<file path="config.mk">
export PLATFORM = sky130hd
export DESIGN_NAME = sm_arbiter
export DESIGN_NICKNAME = d
export VERILOG_FILES = /design/src/rtl/sm_arb_pkg.sv /design/src/rtl/rr_arbiter.sv /design/src/rtl/sm_arbiter.sv
export SDC_FILE = /design/constraint.sdc
export NUM_CORES = 1
export LEC_CHECK = 0
export CAP_MARGIN = 15
export CORE_ASPECT_RATIO = 0.6
export CORE_MARGIN = 1.5
export CORE_UTILIZATION = 39
export DETAILED_ROUTE_END_ITERATION = 16
export GPL_ROUTABILITY_DRIVEN = 0
export MAX_ROUTING_LAYER = met4
export PLACE_DENSITY = 0.82
export SETUP_SLACK_MARGIN = 0.05
export SLEW_MARGIN = 20
export SYNTH_ARGS = -nofsm -noshare
export SYNTH_HDL_FRONTEND = slang
export SYNTH_SLANG_ARGS = --single-unit
export TNS_END_PERCENT = 1
</file>
<file path="constraint.sdc">
create_clock -name clk -period 4.1 [get_ports clk]
set_input_delay 0.615 -clock clk [delete_from_list [all_inputs] [get_ports clk]]
set_output_delay 0.615 -clock clk [all_outputs]
set_load 0.005 [all_outputs]
</file>
<file path="src/rtl/sm_arb_pkg.sv">
// Shared types and defaults for the SM multiplier round-robin scheduler.
// The ABORT state exists only when SM_ARB_TIMEOUT_EN is defined.
package sm_arb_pkg;

  localparam int DEF_WIDTH          = 16;
  localparam int PROD_W             = 2 * DEF_WIDTH;
  localparam int DEF_TIMEOUT_CYCLES = 64;

  typedef enum logic [2:0] {
    S_IDLE,
    S_LAUNCH,
    S_HOLD,
    S_WAIT,
`ifdef SM_ARB_TIMEOUT_EN
    S_ABORT,
`endif
    S_RESP
  } sm_arb_state_t;

endpackage

</file>
<file path="src/rtl/rr_arbiter.sv">
// Combinational round-robin pick: first set request at or after ptr, wrapping.
module rr_arbiter #(
  parameter int N = 4,
  localparam int IW = (N > 1) ? $clog2(N) : 1
) (
  input  logic [N-1:0]  req,
  input  logic [IW-1:0] ptr,
  output logic [N-1:0]  gnt,
  output logic [IW-1:0] gnt_idx
);

  logic [IW-1:0] idx;

  // Walk offsets from farthest to nearest so the nearest hit wins.
  always_comb begin
    gnt     = '0;
    gnt_idx = '0;
    idx     = '0;
    for (int k = N - 1; k >= 0; k--) begin
      idx = IW'((int'(ptr) + k) % N);
      if (req[idx]) begin
        gnt      = '0;
        gnt[idx] = 1'b1;
        gnt_idx  = idx;
      end
    end
  end

endmodule

</file>
<file path="src/rtl/sm_arbiter.sv">
// Round-robin scheduler sharing one SM sequential multiplier among N_REQ requesters.
// Define SM_ARB_TIMEOUT_EN to add the watchdog / ABORT path.
module sm_arbiter
  import sm_arb_pkg::*;
#(
  parameter int N_REQ          = 4,
  parameter int WIDTH          = PROD_W / 2,
  parameter int TIMEOUT_CYCLES = DEF_TIMEOUT_CYCLES
) (
  input  logic                        clk,
  input  logic                        reset,
  input  logic [N_REQ-1:0]            req_valid,
  output logic [N_REQ-1:0]            req_ready,
  input  logic [N_REQ-1:0][WIDTH-1:0] req_a,
  input  logic [N_REQ-1:0][WIDTH-1:0] req_b,
  output logic [N_REQ-1:0]            resp_valid,
  output logic [2*WIDTH-1:0]          resp_product,
  output logic                        resp_err,
  output logic                        sm_reset,
  output logic                        sm_start,
  output logic [WIDTH-1:0]            sm_multiplicand,
  output logic [WIDTH-1:0]            sm_multiplier,
  input  logic [2*WIDTH-1:0]          sm_product,
  input  logic                        sm_ready
);

  localparam int IW = (N_REQ > 1) ? $clog2(N_REQ) : 1;

  sm_arb_state_t state, state_nx;
  logic [IW-1:0]    rr_ptr, ptr_nx, owner, gnt_idx;
  logic [N_REQ-1:0] gnt;
  logic             accept;

  rr_arbiter #(.N(N_REQ)) u_rr (
    .req    (req_valid),
    .ptr    (rr_ptr),
    .gnt    (gnt),
    .gnt_idx(gnt_idx)
  );

  assign accept = (state == S_IDLE) && !reset && (|req_valid);
  assign ptr_nx = (gnt_idx == IW'(N_REQ - 1)) ? '0 : gnt_idx + 1'b1;

`ifdef SM_ARB_TIMEOUT_EN
  localparam int CW = $clog2(TIMEOUT_CYCLES + 1);
  logic [CW-1:0] to_cnt;
  logic          to_hit;
  logic          err_q;

  // Counted cycles are HOLD plus each WAIT; the last one fires here.
  assign to_hit   = (to_cnt == CW'(TIMEOUT_CYCLES - 1));
  assign sm_reset = reset || (state == S_ABORT);
  assign resp_err = err_q;

  always_ff @(posedge clk) begin
    if (reset || state == S_LAUNCH) to_cnt <= '0;
    else if (state == S_HOLD || state == S_WAIT) to_cnt <= to_cnt + 1'b1;
  end
`else
  assign sm_reset = reset;
  assign resp_err = 1'b0;
`endif

  always_comb begin
    state_nx   = state;
    req_ready  = '0;
    resp_valid = '0;
    sm_start   = 1'b0;
    unique case (state)
      S_IDLE: begin
        if (!reset) req_ready = gnt;
        if (|req_valid) state_nx = S_LAUNCH;
      end
      S_LAUNCH: begin
        sm_start = !reset;
        state_nx = S_HOLD;
      end
      // sm_ready may still show the previous result here
      S_HOLD: state_nx = S_WAIT;
      S_WAIT: begin
        if (sm_ready) state_nx = S_RESP;
`ifdef SM_ARB_TIMEOUT_EN
        else if (to_hit) state_nx = S_ABORT;
`endif
      end
`ifdef SM_ARB_TIMEOUT_EN
      S_ABORT: state_nx = S_RESP;
`endif
      S_RESP: begin
        if (!reset) resp_valid[owner] = 1'b1;
        state_nx = S_IDLE;
      end
      default: state_nx = S_IDLE;
    endcase
  end

  always_ff @(posedge clk) begin
    if (reset) begin
      state           <= S_IDLE;
      rr_ptr          <= '0;
      owner           <= '0;
      sm_multiplicand <= '0;
      sm_multiplier   <= '0;
      resp_product    <= '0;
`ifdef SM_ARB_TIMEOUT_EN
      err_q           <= 1'b0;
`endif
    end else begin
      state <= state_nx;
      if (accept) begin
        owner           <= gnt_idx;
        rr_ptr          <= ptr_nx;
        sm_multiplicand <= req_a[gnt_idx];
        sm_multiplier   <= req_b[gnt_idx];
      end
      if (state == S_WAIT && sm_ready) begin
        resp_product <= sm_product;
`ifdef SM_ARB_TIMEOUT_EN
        err_q        <= 1'b0;
`endif
      end
`ifdef SM_ARB_TIMEOUT_EN
      if (state == S_ABORT) begin
        resp_product <= '0;
        err_q        <= 1'b1;
      end
`endif
    end
  end

endmodule

</file>
==> summary.md, run 1 <==
| Metric | Value |
|---|---|
| DR vias | between 5,000 and 6,000 |
| Die width | between 100 and 150 um |
| Top_reg_cell synth | dfxtp_1 |
| Placed cells | 877 |
| FMAX | ~0.26 GHz |
| Max Cap Viol | 0 |
| Worst-path clk slew | 0.06 ns |
| Tot GR Track Use | between 20% and 30% |
| Unique cell type count in the Yosys netlist | 47 |
| Post-Syn Area | roughly 4200 um^2 |
| Pwr dens | approximately 500 nW/um^2 |
| Area Growth Syn to Fin | 65.6% |
| Critical Path End Type | primary output |
| ANT cells | 0 |
| Asr flop ratio synth | 0% |
| TNS Setup | 0 ns |
| Seq cells post-synth | roughly 70 |
| Startpoint Class | input port |
| Endpoints failing hold | 0 |
| DR DRC count | 0 |
| Ports | about 240 |
| Total clock sinks | just over 70 |
| Largest net degree at the start of global routing | 40 |
| Post-synth EDFFs | 0 |
| R2R Setup Slk | between 0.5 and 0.6 ns |
| WP data arrival | around 3.2 ns |
| Worst hold slack | between 0.4 and 0.5 ns |
| # fillers | 833 |
| Die Y | approximately 84 um |
| Hold Crit Class | reg -> reg |
| Post-synth top area share | ~33% |
| Post-CTS Setup Inserts | 0 |
| Drt first pass iters | 5 |
| Initial DRC count | between 300 and 400 |
| Average cell area after synthesis | 7.94 um^2 |
| Nets | 925 |
| Crit-path max FO | 8 |
| Detail Route Antenna Nets | 0 |
| FF+latch area | between 1000 and 1500 um^2 |
| Vias in the first global route | between 5,000 and 6,000 |
| Mean routed wirelength per cell | about 18 um |
| Ratio of cells with drive above 1 in the final layout | under 10% |
| Post-route design area | between 7000 and 8000 um^2 |
| Vias per cell | 5.79 |
| DP HPWL | ~12 mm |
| Fin cells | between 800 and 900 |
| Max-slew violations | 0 |
| First-pass GRT wire length | between 20 and 30 mm |
| Critical R2R Capture | sm_multiplicand[12]$_SDFFE_PP0P_ |
| Skew final | ~0.0079 ns |
| Num CTS Buffers | 9 |
| Synth area leader | dfxtp_1 |
| RR Startpoint | rr_ptr[1]$_SDFFE_PP0P_ |
| Grt ovf | 0 |
| Area of the multi-input gates | 2580 um^2 |
| Post_cts resized | 1 |
| CTS tree | done |
| Top cells by area, synth | dfxtp_1, nand2_1, o22ai_1 |
| H-tree levels | 3 |
| Slew HR | between 20% and 30% |
| Fin crit period | roughly 3.9 ns |
| Clk buf depth | 2 |
| Worst Setup SP | req_valid[1] |
| Antenna violations before repair | 0 |
| Outcome | complete, no violations |
| Final period utilization | 94.1% |
| Setup violators final | 0 |
| Clk_lat worst skew | 0.33 ns |
| Critical Path End | req_ready[2] |
| Seq/Total Area, Yosys | around a third |
| Starting Density | approximately two fifths |
| Total die area | 11,500 um^2 |
| Fin util | about two thirds |
| Worst r2r path cells | 9 |
| VDD IR max | between 200 and 300 uV |
| RSZ-0062 raised after global routing | no |
| Cell Area, Placed | ~6700 um^2 |
| CORE AREA | 10,600 um^2 |
| WS Path Type | in -> out |
| Hold Buf Count CTS | 0 |
| CP required | approximately 3.5 ns |
| Net Count, Synth | 711 |
| Std cell rows | 29 |
| Leakage Power | ~2.5 nW |
| Worst slew pin tran | 1.16 ns |
| Port bufs | 240 |
| Synth Instances | 535 |
| Root Driver | clkbuf_16 |
| Drt total wl | roughly 16 mm |
| Synth warn | 0 |
==> layout by cell type (no fill, tap or decap), types with 9 or more instances in the layout <==
| master | netlist | final |
|---|---|---|
| a211oi_1 | 15 | 14 |
| a21boi_0 | 17 | 17 |
| a21oi_1 | 41 | 41 |
| a22oi_1 | 11 | 11 |
| buf_4 | 2 | 11 |
| clkbuf_16 | 0 | 9 |
| clkdlybuf4s50_1 | 0 | 240 |
| dfxtp_1 | 71 | 70 |
| ha_1 | 9 | 9 |
| inv_1 | 9 | 9 |
| mux2i_1 | 23 | 23 |
| nand2_1 | 115 | 115 |
| nand3_1 | 32 | 32 |
| o221ai_1 | 21 | 21 |
| o22ai_1 | 42 | 42 |
==> registers in the layout (all words and copies together) (netlist names) <==
| register | count |
|---|---|
| owner | 2 |
| sm_multiplier | 16 |
| rr_ptr | 2 |
| resp_product | 32 |
| state | 3 |
| sm_multiplicand | 16 |
==> worst max-delay path, stage by stage <==
cell and delay, ns:
clkdlybuf4s50_1 0.57, mux4_2 0.62, a211oi_2 0.30, a221oi_1 0.15, a211o_1 0.30, a21oi_1 0.16, clkdlybuf4s50_1 0.52
==> per-layer routing <==
metal	global-route usage [%]	part of all wire [%]	routed length (um)
met5	-	0	0
met4	8.24	1.0	170
met3	5.40	8.2	1350
met2	43.8	46	7500
met1	39.5	45	7380
==> synthesized netlist by cell type, drive strengths merged (2+ instances only) <==
cell	number
and2	3
a22o	5
and3b	2
and3	3
clkbuf	37
o22ai	42
inv	10
nand2	115
mux2	6
a311oi	5
nor2b	2
ha	9
a21boi	17
nor3	2
o21ai	5
nor2	12
o221ai	21
mux4	3
a221oi	4
a211o	4
nand2b	2
a21oi	41
o31ai	7
mux2i	23
dfxtp	71
a211oi	19
buf	11
a22oi	11
or2	2
nand3	32
==> through the flow <==
step,setup WS [ns],total power [W]
floorplan,0.864,0.00193
CTS,0.138,0.00350
detailed placement,0.141,0.00262
global route,0.173,0.00370
global placement,0.305,0.00256
finish,0.242,0.00351
==> area by class of cell <==
| class | instances | share of cell area, % |
|---|---|---|
| clock buffer | 9 | 3.20 |
| clock inverter | 7 | 1.46 |
| timing repair buffer | 251 | 35.3 |
| inverter | 11 | 0.587 |
| multi-input combinational | 405 | 36.7 |
| sequential | 71 | 20.2 |
| tap | 139 | 2.47 |
==> worst min path at each step <==
stage | start | cells after the start | to
6_report | resp_product[30]$_SDFFE_PP0P_ | 2 | resp_product[30]$_SDFFE_PP0P_
2_1_floorplan | resp_product[0]$_SDFFE_PP0P_ | 2 | resp_product[0]$_SDFFE_PP0P_
3_5_place_dp | resp_product[11]$_SDFFE_PP0P_ | 2 | resp_product[11]$_SDFFE_PP0P_
5_1_grt | resp_product[0]$_SDFFE_PP0P_ | 2 | resp_product[0]$_SDFFE_PP0P_
3_3_place_gp | resp_product[0]$_SDFFE_PP0P_ | 2 | resp_product[0]$_SDFFE_PP0P_
4_1_cts | resp_product[21]$_SDFFE_PP0P_ | 2 | resp_product[21]$_SDFFE_PP0P_
==> logic make-up after synthesis <==
kind of cell    Yosys count  synth area share, %
other cells               1               0.0883
simple gates            178                 18.1
buf+inv                  59                 6.36
fa+ha+maj                 9                 2.65
compound gates          185                 30.8
flops                    71                 33.5
mux                      32                 8.60
==> power by group <==
group | total [W] | leakage, nW | internal [W] | switching (W)
registers | 0.000935 | 0.582 | 0.000832 | 0.000102
logic | 0.00171 | 1.81 | 0.000819 | 0.000890
clock network | 0.000868 | 0.157 | 0.000540 | 0.000328
No activity file was read; power rests on OpenSTA's default activity.
==> run 2, diff against run 1 <==
--- a/config.mk
+++ b/config.mk
@@ -7,12 +7,12 @@
 export LEC_CHECK = 0
 export CAP_MARGIN = 15
 export CORE_ASPECT_RATIO = 0.6
-export CORE_MARGIN = 1.5
-export CORE_UTILIZATION = 39
+export CORE_MARGIN = 10
+export CORE_UTILIZATION = 30
 export DETAILED_ROUTE_END_ITERATION = 16
 export GPL_ROUTABILITY_DRIVEN = 0
 export MAX_ROUTING_LAYER = met4
-export PLACE_DENSITY = 0.82
+export PLACE_DENSITY = 0.66
 export SETUP_SLACK_MARGIN = 0.05
 export SLEW_MARGIN = 20
 export SYNTH_ARGS = -nofsm -noshare
==> run 2 against run 1 <==
Non-clock buffer count is 1 higher; sequential power is 1% lower; clock skew is 0.0018 ns lower; fmax is 0.58% lower; global-route usage is 9.7 points lower; sequential share of layout area is 0.29 points lower; first-iteration DRC count is 45% higher; clock power is 5.9% higher; core utilization is 15 points lower; largest power group unchanged.
==> summary.md, run 2 (same netlist as run 1, synthesis figures left out) <==
| Metric | Value |
|---|---|
| Initial DRC count | 503 (was 347) |
| VDD IR max | 254 uV (was 295 uV) |
| Drt total wl | 19.2 mm (was 16.4 mm) |
| Critical Path End Type | primary output (unchanged) |
| Skew final | 0.00614 ns (was 0.00793 ns) |
| Antenna violations before repair | 0 (unchanged) |
| Crit path cell chain | clkdlybuf4s50_1, mux4_2, a211oi_2, a221oi_1, a211o_1, a21oi_1, clkdlybuf4s50_1 (unchanged) |
| Die width | 174 um (was 138 um) |
| Root Driver | clkbuf_16 (unchanged) |
| Fin cells | 947 (was 893) |
| First-pass GRT wire length | 30.0 mm (was 25.9 mm) |
| WS Path Type | in -> out (unchanged) |
| CORE AREA | 13,700 um^2 (was 10,600 um^2) |
| Hold Crit Class | reg -> reg (unchanged) |
| Kind of cell adding the most delay to the critical path | buffers and inverters (unchanged) |
| Ports | 242 (unchanged) |
| Max incr delay on CP | 0.62 ns (about the same) |
| Most used cell, CP | clkdlybuf4s50_1 (unchanged) |
| Pre-CTS WS | 0.135 ns (was 0.141 ns) |
| Area of the multi-input gates | 2590 um^2 (was 2580 um^2) |
| Hold Buf Count CTS | 0 (unchanged) |
| Setup ws final | 0.219 ns (was 0.242 ns) |
| Starting Density | 30.9% (was 40.1%) |
| CTS tree | done (unchanged) |
| Port bufs | 240 (unchanged) |
| Grt ovf | 0 (unchanged) |
| Worst slew pin tran | 1.07 ns (was 1.16 ns) |
| DP HPWL | 14.8 mm (was 12.1 mm) |
| Max Cap Viol | 0 (unchanged) |
| Fin crit period | 3.88 ns (was 3.86 ns) |
| CP required | 3.48 ns (about the same) |
| Top reg by flops | resp_product (unchanged) |
| Area Growth Syn to Fin | 67.8% (was 65.6%) |
| Pwr dens | 504 nW/um^2 (was 499 nW/um^2) |
| Total die area | 19,500 um^2 (was 11,500 um^2) |
| Tot GR Track Use | 19.3% (was 28.9%) |
| Max-slew violations | 0 (unchanged) |
| Leakage Power | 2.56 nW (was 2.55 nW) |
| FF+latch area | 1420 um^2 (about the same) |
| Mean routed wirelength per cell | 20.3 um (was 18.4 um) |
| Std cell rows | 33 (was 29) |
| Top Registers | resp_product (32), sm_multiplicand (16), sm_multiplier (16) (unchanged) |
| Crit-path max FO | 8 (unchanged) |
| Worst hold slack | 0.454 ns (was 0.452 ns) |
| DR DRC count | 0 (unchanged) |
| Slew HR | 29.0% (was 22.6%) |
| # fillers | 1,287 (was 833) |
| CP max stage cell | mux4_2 (unchanged) |
| FMAX | 0.258 GHz (was 0.259 GHz) |
| Largest net degree at the start of global routing | 37 (was 40) |
| Ratio of cells with drive above 1 in the final layout | 7.15% (was 7.16%) |
| Outcome | complete, no violations (unchanged) |
| Final period utilization | 94.7% (was 94.1%) |
| TNS Setup | 0 ns (unchanged) |
| Placed cells | 931 (was 877) |
| Buf+Inv Stages, Crit Path | 2 (unchanged) |
| Total clock sinks | 71 (unchanged) |
| Clk_lat worst skew | 0.33 ns (about the same) |
| Post-CTS Setup Inserts | 0 (unchanged) |
| Post_cts resized | 0 (was 1) |
| Max FFs per register | 32 (unchanged) |
| Clk buf depth | 2 (unchanged) |
| Startpoint Class | input port (unchanged) |
| Drt first pass iters | 5 (unchanged) |
| DR vias | 5,087 (was 5,171) |
| ANT cells | 0 (unchanged) |
| Worst-path clk slew | 0.06 ns (about the same) |
| H-tree levels | 3 (unchanged) |
| Endpoints failing hold | 0 (unchanged) |
| Detail Route Antenna Nets | 0 (unchanged) |
| Num CTS Buffers | 9 (unchanged) |
| Commonest non-fill, non-tap cell in the layout | clkdlybuf4s50_1 (unchanged) |
| Die Y | 112 um (was 83.8 um) |
| Setup violators final | 0 (unchanged) |
| Nets | 926 (was 925) |
| Vias in the first global route | 5,304 (was 5,130) |
| Most frequent cells in the layout | clkdlybuf4s50_1, nand2_1, dfxtp_1, o22ai_1, a21oi_1 (unchanged) |
| Vias per cell | 5.37 (was 5.79) |
| WP data arrival | 3.27 ns (was 3.24 ns) |
| RSZ-0062 raised after global routing | no (unchanged) |
## run 2: layout make-up
type | instances | share of cell area (%)
clock inverters | 7 | 1.68
multi-input cells | 405 | 36.3
flip-flops and latches | 71 | 19.9
repair buffers | 252 | 35.0
clock buffers | 9 | 3.16
well taps | 192 | 3.37
inverters | 11 | 0.579
## run 2: power breakdown
group	internal (W)	total [W]	switching, W
clock network	0.000597	0.000919	0.000322
registers	0.000832	0.000924	0.0000919
logic	0.000822	0.00175	0.000929
## run 2: worst paths after layout
kind | startpoint | end | slack (ns) | cells past startpoint
max reg2reg | rr_ptr[1]$_SDFFE_PP0P_ | sm_multiplicand[11]$_SDFFE_PP0P_ | 0.57 | 9
min | resp_product[14]$_SDFFE_PP0P_ | resp_product[14]$_SDFFE_PP0P_ | 0.45 | 2
max | req_valid[1] | req_ready[0] | 0.22 | 7
min reg2reg | resp_product[14]$_SDFFE_PP0P_ | resp_product[14]$_SDFFE_PP0P_ | 0.45 | 2
## run 2: worst reg2reg max path, delay by kind of cell (launching register included)
family          cells  cell delay [ns]
flops               1             0.51
simple gates        2             0.69
fa+ha+maj           1             0.45
compound gates      2             0.57
mux                 2             0.73
buf+inv             2             0.46
## run 2: routing by layer
layer | track usage [%] | vias to the layer above | wire length, um
li1 | - | 2417 | -
met1 | 24.3 | 2413 | 8850
met2 | 30.4 | 239 | 8710
met3 | 5.59 | 18 | 1430
met4 | 3.46 | 0 | 201
met5 | - | - | 0
## run 2: per-stage QoR
stage	total power (W)	area (um^2)	util, %
floorplan	0.00193	4250	-
global placement	0.00260	6770	49.2
detailed placement	0.00267	6780	49.3
CTS	0.00360	7120	51.8
global route	0.00380	7130	51.9
finish	0.00359	7130	51.9
==> run 3, diff against run 2 <==
--- a/config.mk
+++ b/config.mk
@@ -9,10 +9,12 @@
 export CORE_ASPECT_RATIO = 0.6
 export CORE_MARGIN = 10
 export CORE_UTILIZATION = 30
+export CTS_BUF_LIST = sky130_fd_sc_hd__clkbuf_4
 export DETAILED_ROUTE_END_ITERATION = 16
 export GPL_ROUTABILITY_DRIVEN = 0
 export MAX_ROUTING_LAYER = met4
 export PLACE_DENSITY = 0.66
+export RECOVER_POWER = 100
 export SETUP_SLACK_MARGIN = 0.05
 export SLEW_MARGIN = 20
 export SYNTH_ARGS = -nofsm -noshare
==> run 3 against run 2 <==
The run now ends with capacitance limit, slew limit left; critical path type unchanged; largest cell class unchanged; critical endpoint is now req_ready[3]; worst setup slack got worse by 0.086 ns; clock power decreased by 35%; clock-buffer cell count unchanged.
==> summary.md, run 3 (same netlist as run 1, synthesis figures left out) <==
| Metric | Value |
|---|---|
| Failing checks | capacitance limit, slew limit |
| First-pass GRT wire length | 30.0 mm (unchanged) |
| VDD IR max | 232 uV (was 254 uV) |
| Switch Pwr | 0.00130 W (was 0.00134 W) |
| Commonest non-fill, non-tap cell in the layout | clkdlybuf4s50_1 (unchanged) |
| Worst slew pin tran | 1.97 ns (was 1.07 ns) |
| Ratio of cells with drive above 1 in the final layout | 6.49% (was 7.15%) |
| Skew final | 0.00922 ns (was 0.00614 ns) |
| Setup violators final | 0 (unchanged) |
| Max FFs per register | 32 (unchanged) |
| Num CTS Buffers | 9 (unchanged) |
| Die width | 174 um (unchanged) |
| Die Y | 112 um (unchanged) |
| H-tree levels | 3 (unchanged) |
| Drt total wl | 19.3 mm (was 19.2 mm) |
| Cell Area, Placed | 6780 um^2 (unchanged) |
| Crit-path max FO | 9 (was 8) |
| Max-slew violations | 34 (was 0) |
| CORE AREA | 13,700 um^2 (unchanged) |
| Gate power share | 52.5% (was 48.7%) |
| Most frequent cells in the layout | clkdlybuf4s50_1, nand2_1, dlygate4sd3_1, dfxtp_1, o22ai_1 (was clkdlybuf4s50_1, nand2_1, dfxtp_1, o22ai_1, a21oi_1) |
| Total clock sinks | 71 (unchanged) |
| Internal power | 0.00190 W (was 0.00225 W) |
| Endpoints failing hold | 0 (unchanged) |
| DR DRC count | 0 (unchanged) |
| Leakage Power | 2.69 nW (was 2.56 nW) |
| DR vias | 5,074 (was 5,087) |
| Grt ovf | 0 (unchanged) |
| RSZ-0062 raised after global routing | no (unchanged) |
| Starting Density | 30.9% (unchanged) |
| Nets | 926 (unchanged) |
| WHS Path Cells | 2 (unchanged) |
| CTS tree | done (unchanged) |
| Area Growth Syn to Fin | 63.4% (was 67.8%) |
| Top reg by flops | resp_product (unchanged) |
| Vias in the first global route | 5,293 (was 5,304) |
| Post-route design area | 6940 um^2 (was 7130 um^2) |
| Clk_lat worst skew | 0.45 ns (was 0.33 ns) |
| WP data arrival | 3.35 ns (was 3.27 ns) |
| Critical Path End Type | primary output (unchanged) |
| Root Driver | clkbuf_4 (was clkbuf_16) |
| Startpoint Class | input port (unchanged) |
| Slew HR | -31.2% (was 29.0%) |
| Hold Buf Count CTS | 0 (unchanged) |
| CP required | 3.48 ns (about the same) |
| Ports | 242 (unchanged) |
| Std cell rows | 33 (unchanged) |
| Port bufs | 240 (unchanged) |
| Top Registers | resp_product (32), sm_multiplicand (16), sm_multiplier (16) (unchanged) |
| Tot GR Track Use | 19.4% (was 19.3%) |
| Outcome | complete, but fails checks (was complete, no violations) |
| R2R Setup Slk | 0.31 ns (was 0.57 ns) |
| Mean routed wirelength per cell | 20.4 um (was 20.3 um) |
| Power share of the clock group | 18.8% (was 25.6%) |
| Worst r2r path cells | 10 (was 9) |
| Switching share of power | 40.5% (was 37.4%) |
| Total die area | 19,500 um^2 (unchanged) |
| TNS Setup | 0 ns (unchanged) |
| Post-CTS Setup Inserts | 0 (unchanged) |
| Antenna violations before repair | 0 (unchanged) |
| Initial DRC count | 508 (was 503) |
| Max Cap Viol | 1 (was 0) |
| Clk buf depth | 2 (unchanged) |
| Vias per cell | 5.36 (was 5.37) |
| Worst-path clk slew | 0.13 ns (was 0.06 ns) |
| Final period utilization | 96.8% (was 94.7%) |
| Detail Route Antenna Nets | 0 (unchanged) |
| ANT cells | 0 (unchanged) |
| DP HPWL | 14.8 mm (unchanged) |
| Hold Crit Class | reg -> reg (unchanged) |
| Sequential Power Share | 28.7% (was 25.7%) |
| Fin crit period | 3.97 ns (was 3.88 ns) |
| Largest net degree at the start of global routing | 37 (unchanged) |
| Pwr dens | 461 nW/um^2 (was 504 nW/um^2) |
| FMAX | 0.252 GHz (was 0.258 GHz) |
| WS Path Type | in -> out (unchanged) |
| Drt first pass iters | 5 (unchanged) |
==> run 3: cell types whose count changed in the layout (fill, tap and decap cells not counted), sizes merged <==
| cell | delta |
|---|---|
| clkdlybuf4s50 | -74 |
| dlygate4sd3 | +74 |
| buf | -2 |
| clkbuf | +2 |
==> run 3: power by group through the flow <==
stage | combinational (W) | clock, W | sequential [W]
finish | 0.00168 | 0.000601 | 0.000918
global route | 0.00182 | 0.000648 | 0.000934
CTS | 0.00174 | 0.000617 | 0.000920
detailed placement | 0.00173 | 0 | 0.000936
global placement | 0.00167 | 0 | 0.000928
floorplan | 0.000994 | 0 | 0.000934
==> run 3: stage by stage <==
step                      hold slack [ns]  cells  power [W]  setup WS (ns)  util [%]
after global routing                0.484    947    0.00340         0.0385      50.5
final                               0.459    947    0.00320          0.132      50.5
after floorplan                     0.453    535    0.00193          0.864         -
after detailed placement            0.447    931    0.00267          0.135      49.3
after CTS                           0.465    947    0.00328         0.0709      50.7
after global placement              0.441    931    0.00260          0.296      49.2
==> run 3: worst max-delay path, stage by stage <==
cell and delay (ns):
dlygate4sd3_1 0.66, mux4_2 0.58, a211oi_2 0.30, a221oi_1 0.15
a211o_1 0.29, a21oi_1 0.15, dlygate4sd3_1 0.60
==> run 3: timing repair <==
item                                   CTS  global route
resized for setup                        0             2
setup endpoints to repair                0             4
endpoints found under the hold margin    0             0
==> run 3: path summary, 6_finish.rpt <==
| kind | endpoint | from |
|---|---|---|
| min reg2reg | resp_product[14]$_SDFFE_PP0P_ | resp_product[14]$_SDFFE_PP0P_ |
| min | resp_product[14]$_SDFFE_PP0P_ | resp_product[14]$_SDFFE_PP0P_ |
| max reg2reg | sm_multiplicand[2]$_SDFFE_PP0P_ | rr_ptr[0]$_SDFFE_PP0P_ |
| max | req_ready[3] | req_valid[3] |
==> run 3: area by class of cell <==
class / instances / area, um^2
fillers: 1310 / 6810
repair buffers: 252 / 2490
flip-flops and latches: 71 / 1420
well taps: 192 / 240
clock inverters: 7 / 120
multi-input cells: 405 / 2560
clock buffers: 9 / 67.6
inverters: 11 / 41.3
==> run 3: per-layer routing <==
metal / track usage [%] / share of wire [%] / wire (um)
met2: 30.5 / 45 / 8710
met1: 24.2 / 46 / 8850
met3: 5.99 / 7.7 / 1490
met5: - / 0 / 0
met4: 3.80 / 1.2 / 233
==> RTL change 1: new RTL, flow settings as in run 2 <==
The parameter `N_REQ` goes from 4 to 2.
--- a/src/rtl/sm_arbiter.sv
+++ b/src/rtl/sm_arbiter.sv
@@ -3,7 +3,7 @@
 module sm_arbiter
   import sm_arb_pkg::*;
 #(
-  parameter int N_REQ          = 4,
+  parameter int N_REQ          = 2,
   parameter int WIDTH          = PROD_W / 2,
   parameter int TIMEOUT_CYCLES = DEF_TIMEOUT_CYCLES
 ) (
Ports: changed (5 resized); port bits go from 242 to 172. No check against the original RTL was run, so the function may have changed too.
==> RTL change 1 against run 2 <==
Sequential share of layout area up 8.7 points; final area down 32%; area after synthesis down 34%; sequential cell count down 2; global-route usage down 4.1 points; combinational power down 78%; non-clock buffer count down 78; power down 49%; worst hold slack worse by 4.0 ps; first-iteration DRC count down 67%; setup slack better by 810 ps; clock power down 26%; wire length down 45%; largest power group is now registers.
==> RTL change 1: results (changes against run 2) <==
{| class="wikitable"
! Metric !! Value
|-
| Terminus of the critical flop-to-flop path || sm_multiplicand[13] (was sm_multiplicand[11])
|-
| WHS || 450 ps (was 454 ps)
|-
| Leakage power summed over all cells || 1.78 nW (was 2.56 nW)
|-
| First-pass detailed-route iteration total || 4 (was 5)
|-
| Mux cell area share after synthesis || 0% (was 8.60%)
|-
| Final setup skew || 6.49 ps (was 6.14 ps)
|-
| Critical-path cell with the highest stage delay || clkdlybuf4s50_1 (was mux4_2)
|-
| WL final || 10600 µm (was 19200 µm)
|-
| Worst voltage drop across the vdd grid || 0.000190 V (was 0.000254 V)
|-
| Number of cell instances on the worst register-to-register path || 3 (was 9)
|-
| Routed wire per std cell || 17.6 µm (was 20.3 µm)
|-
| Outcome || finished clean (unchanged)
|-
| Most common library cells after synthesis || 69 x dfxtp_1, 66 x nand2_1, 33 x a21oi_1 (was 115 x nand2_1, 71 x dfxtp_1, 42 x o22ai_1)
|-
| GR Util All Layers || 15.2% (was 19.3%)
|-
| Mean Syn Cell Area || 8.93 µm² (was 7.94 µm²)
|-
| Maximum number of pins on one net before global-route repair || 38 (was 37)
|-
| Net count after synthesis || 416 (was 711)
|-
| Part of the Yosys area used for sequential elements || 49.1% (was 33.5%)
|-
| Number of library cell types mapped by synthesis || 31 (was 47)
|-
| Half-perimeter wire length of the detailed placement result || 7920 µm (was 14800 µm)
|-
| Post-route minimum period || 3070 ps (was 3880 ps)
|-
| Cell area after placement || 0.00456 mm² (was 0.00678 mm²)
|-
| Number of global-route vias before repair || 2929 (was 5304)
|-
| Hold wc startpoint || resp_product[15] (was resp_product[14])
|-
| Cells after DPL || 588 (was 931)
|-
| Post-detailed-route via-to-cell ratio || 4.81 (was 5.37)
|-
| Fraction of the mapped netlist area in compound gates || 25.1% (was 30.8%)
|-
| Register-to-register setup slack || 2050 ps (was 570 ps)
|-
| CP peak stage delay || 590 ps (was 620 ps)
|-
| Top cells by area in the synthesized netlist || dfxtp_1 49%, nand2_1 8.8%, o32ai_1 8.1% (was dfxtp_1 33%, nand2_1 10%, o22ai_1 6.2%)
|}
-- RTL change 1: changes by cell type after synthesis, sizes merged, moves of 21 or more --
cell	change
o32ai	+26
o221ai	-21
mux2i	-23
nand3	-32
o22ai	-41
nand2	-49
nand2b	+24
-- RTL change 1: logic make-up (layout without fill, tap and decap cells) --
group | Yosys count | in the layout
AOI/OAI and AO/OA | 98 | 98
buffers and inverters | 33 | 192
DFF | 69 | 69
other | 1 | 1
and+or+nand+nor | 114 | 114
-- RTL change 1: worst min-delay path, stage by stage, from the launching register on --
cell and delay (ps):
dfxtp_1 300, nand2_1 50, a21oi_1 50
-- RTL change 1: area by class of cell --
cell class | instances | share of cell area (%)
repair buffers | 174 | 35.8
multi-input cells | 213 | 26.7
clock buffers | 11 | 4.82
flip-flops and latches | 69 | 28.6
well taps | 130 | 3.37
clock inverters | 5 | 0.570
inverters | 2 | 0.155
-- RTL change 1: routing by layer --
metal | vias up | global-route usage, % | routed length, µm
met5 | - | - | 0
li1 | 1439 | - | -
met3 | 11 | 5.78 | 728
met2 | 96 | 23.4 | 4980
met1 | 1358 | 18.1 | 4800
met4 | 0 | 5.08 | 105
-- RTL change 1: worst max path at each step --
stage,end,start
final,req_ready[1],req_valid[1]
after global routing,req_ready[1],req_valid[1]
after CTS,req_ready[1],req_valid[0]
after global placement,req_ready[1],req_valid[0]
after detailed placement,req_ready[1],req_valid[0]
after floorplan,req_ready[1],reset
-- RTL change 1: power by group --
part | total (mW) | switching, mW | internal (mW)
combinational | 0.393 | 0.150 | 0.243
sequential | 0.773 | 0.0387 | 0.734
clock | 0.682 | 0.277 | 0.405
==> RTL change 2: new RTL, flow settings as in run 2 <==
Without the edit above. The 5 states of `sm_arb_state_t` get a one-hot encoding in 5 bits.
--- a/src/rtl/sm_arb_pkg.sv
+++ b/src/rtl/sm_arb_pkg.sv
@@ -6,15 +6,15 @@
   localparam int PROD_W             = 2 * DEF_WIDTH;
   localparam int DEF_TIMEOUT_CYCLES = 64;
 
-  typedef enum logic [2:0] {
-    S_IDLE,
-    S_LAUNCH,
-    S_HOLD,
-    S_WAIT,
+  typedef enum logic [4:0] {
+    S_IDLE   = 5'b00001,
+    S_LAUNCH = 5'b00010,
+    S_HOLD   = 5'b00100,
+    S_WAIT   = 5'b01000,
 `ifdef SM_ARB_TIMEOUT_EN
     S_ABORT,
 `endif
-    S_RESP
+    S_RESP   = 5'b10000
   } sm_arb_state_t;
 
 endpackage
Function: same outputs for any inputs over 4 cycles, from zero or initial values and one cycle with reset high; so few cycles prove little.
==> RTL change 2 against run 2 <==
Largest power group unchanged; highest routed layer unchanged; setup slack improved by 110 ps; non-clock buffer count increased by 4; sequential power increased by 7.1%; wire length increased by 5.1%; sequential cell count increased by 2; final area increased by 4.5%; power increased by 4.7%; area after synthesis increased by 7.2%; register-to-register slack improved by 20 ps.
==> RTL change 2: results (changes against run 2) <==
{| class="wikitable"
! Metric !! Value
|-
| Outcome || finished clean (unchanged)
|-
| Family with the most delay on the worst path || compound AO/OA/AOI/OAI gates (was buffers and inverters)
|-
| CP Max Fanout || 15 (was 8)
|-
| Cell area after placement || 0.00713 mm² (was 0.00678 mm²)
|-
| Part of the Yosys area used for sequential elements || 32.1% (was 33.5%)
|-
| WL final || 20200 µm (was 19200 µm)
|-
| Detailed route wirelength on metal2 || 8930 µm (was 8710 µm)
|-
| Registers with the highest flip-flop counts || resp_product: 32 flops, sm_multiplicand: 16 flops, sm_multiplier: 16 flops (unchanged)
|-
| TritonCTS buffer count || 9 (unchanged)
|-
| Net count after synthesis || 761 (was 711)
|-
| Worst voltage drop across the vdd grid || 0.000196 V (was 0.000254 V)
|-
| Routed wl met3 || 2020 µm (was 1430 µm)
|-
| Number of library cell types mapped by synthesis || 49 (was 47)
|-
| Via count of the routed design || 5367 (was 5087)
|-
| Worst EP arrival || 3150 ps (was 3270 ps)
|-
| Final setup skew || 8.13 ps (was 6.14 ps)
|-
| Maximum number of pins on one net before global-route repair || 43 (was 37)
|-
| Critical-path cell with the highest stage delay || dfxtp_2 (was mux4_2)
|-
| Slew at the pin closest to its max-slew limit || 916 ps (was 1070 ps)
|-
| Wire length of the first global-routing pass || 30700 µm (was 30000 µm)
|-
| Int Pwr || 2.29 mW (was 2.25 mW)
|-
| First-pass detailed-route iteration total || 5 (unchanged)
|-
| Final Net Count || 979 (was 926)
|-
| Top cells by area in the synthesized netlist || dfxtp_1 32%, nand2_1 10%, mux2i_1 9.5% (was dfxtp_1 33%, nand2_1 10%, o22ai_1 6.2%)
|-
| GR Util All Layers || 19.2% (was 19.3%)
|-
| CP peak stage delay || 540 ps (was 620 ps)
|-
| Fraction of final layout cells with drive strength greater than 1 || 6.81% (was 7.15%)
|-
| Register clock-pin slew on the reported worst setup and hold paths || 60 ps (about the same)
|-
| Number of violations reported at the end of detailed-routing iteration 0 || 332 (was 503)
|-
| Fraction of synthesis flops using an asynchronous set or reset pin || 0% (unchanged)
|-
| Most common library cells after synthesis || 124 x nand2_1, 73 x dfxtp_1, 50 x a21oi_1 (was 115 x nand2_1, 71 x dfxtp_1, 42 x o22ai_1)
|-
| Pre-CTS setup slack || 291 ps (was 135 ps)
|-
| Half-perimeter wire length of the detailed placement result || 15800 µm (was 14800 µm)
|-
| Most used DFF post-synth || dfxtp_1 (unchanged)
|}
## RTL change 2: cell count changes in the layout (fill, tap and decap cells not counted), sizes merged, moves of 16 or more
| cell | before | now |
|---|---|---|
| a211oi | 19 | 3 |
| o21ai | 5 | 29 |
| o22ai | 42 | 1 |
| a21boi | 17 | 0 |
| mux2i | 23 | 43 |
| o211ai | 0 | 30 |
## RTL change 2: routing by layer
metal,vias to the layer above,GRT usage [%]
met1,2479,24.1
met4,0,3.46
met5,-,-
li1,2590,-
met3,17,6.43
met2,281,29.5
## RTL change 2: area by class of cell
| cell class | instances | area (µm²) |
|---|---|---|
| Inverter | 6 | 22.5 |
| Multi-Input combinational cell | 457 | 2880 |
| Sequential cell | 73 | 1460 |
| Timing Repair Buffer | 256 | 2520 |
| Clock inverter | 6 | 72.6 |
| Tap cell | 198 | 248 |
| Fill cell | 1398 | 7230 |
| Clock buffer | 10 | 239 |
## RTL change 2: power groups by stage
stage               registers, mW  logic [mW]  clock network (mW)
detailed placement           1.00        1.92                   0
finish                      0.990        1.95               0.823
CTS                         0.988        1.92               0.849
global placement            0.990        1.88                   0
global route                 1.01        2.12               0.873
floorplan                   0.973        1.10                   0
## RTL change 2: what timing repair did
| item | 4_1_cts | 5_1_grt |
|---|---|---|
| resized for setup | 0 | 2 |
| hold buffers | 0 | 0 |
| buffers inserted | 0 | 0 |
| setup endpoints to repair | 0 | 4 |
## RTL change 2: per-stage QoR
| step | power, mW | instances | util (%) |
|---|---|---|---|
| 4_1_cts | 3.76 | 1006 | 50.7 |
| 3_3_place_gp | 2.87 | 990 | 48.6 |
| 5_1_grt | 4.00 | 1006 | 50.8 |
| 2_1_floorplan | 2.08 | 585 | - |
| 6_report | 3.76 | 1006 | 50.8 |
| 3_5_place_dp | 2.92 | 990 | 48.6 |
## RTL change 2: cell families after synthesis
logic type / after synthesis / share of synthesized area (%)
AOI/OAI and AO/OA: 185 / 27.4
adders and majority gates: 9 / 2.47
buffers and inverters: 55 / 5.20
DFF: 73 / 32.1
muxes: 50 / 11.9
other: 1 / 0.0824
and+or+nand+nor: 212 / 20.8
## RTL change 2: worst reg2reg max path: cells and delay by family (launching register included)
kind | cells | cell delay, ps
fa+ha+maj | 1 | 510
buf+inv | 1 | 160
simple gates | 2 | 410
compound gates | 3 | 1110
mux | 1 | 670
flops | 1 | 540
## RTL change 2: worst paths after layout
kind / from / endpoint / slack (ps) / depth (start not counted)
worst max register to register: rr_ptr[0] / sm_multiplicand[4] / 590 / 8
worst min-delay path: resp_product[23] / resp_product[23] / 450 / 2
worst min register to register: resp_product[23] / resp_product[23] / 450 / 2
worst max-delay path: rr_ptr[0] / req_ready[2] / 330 / 8
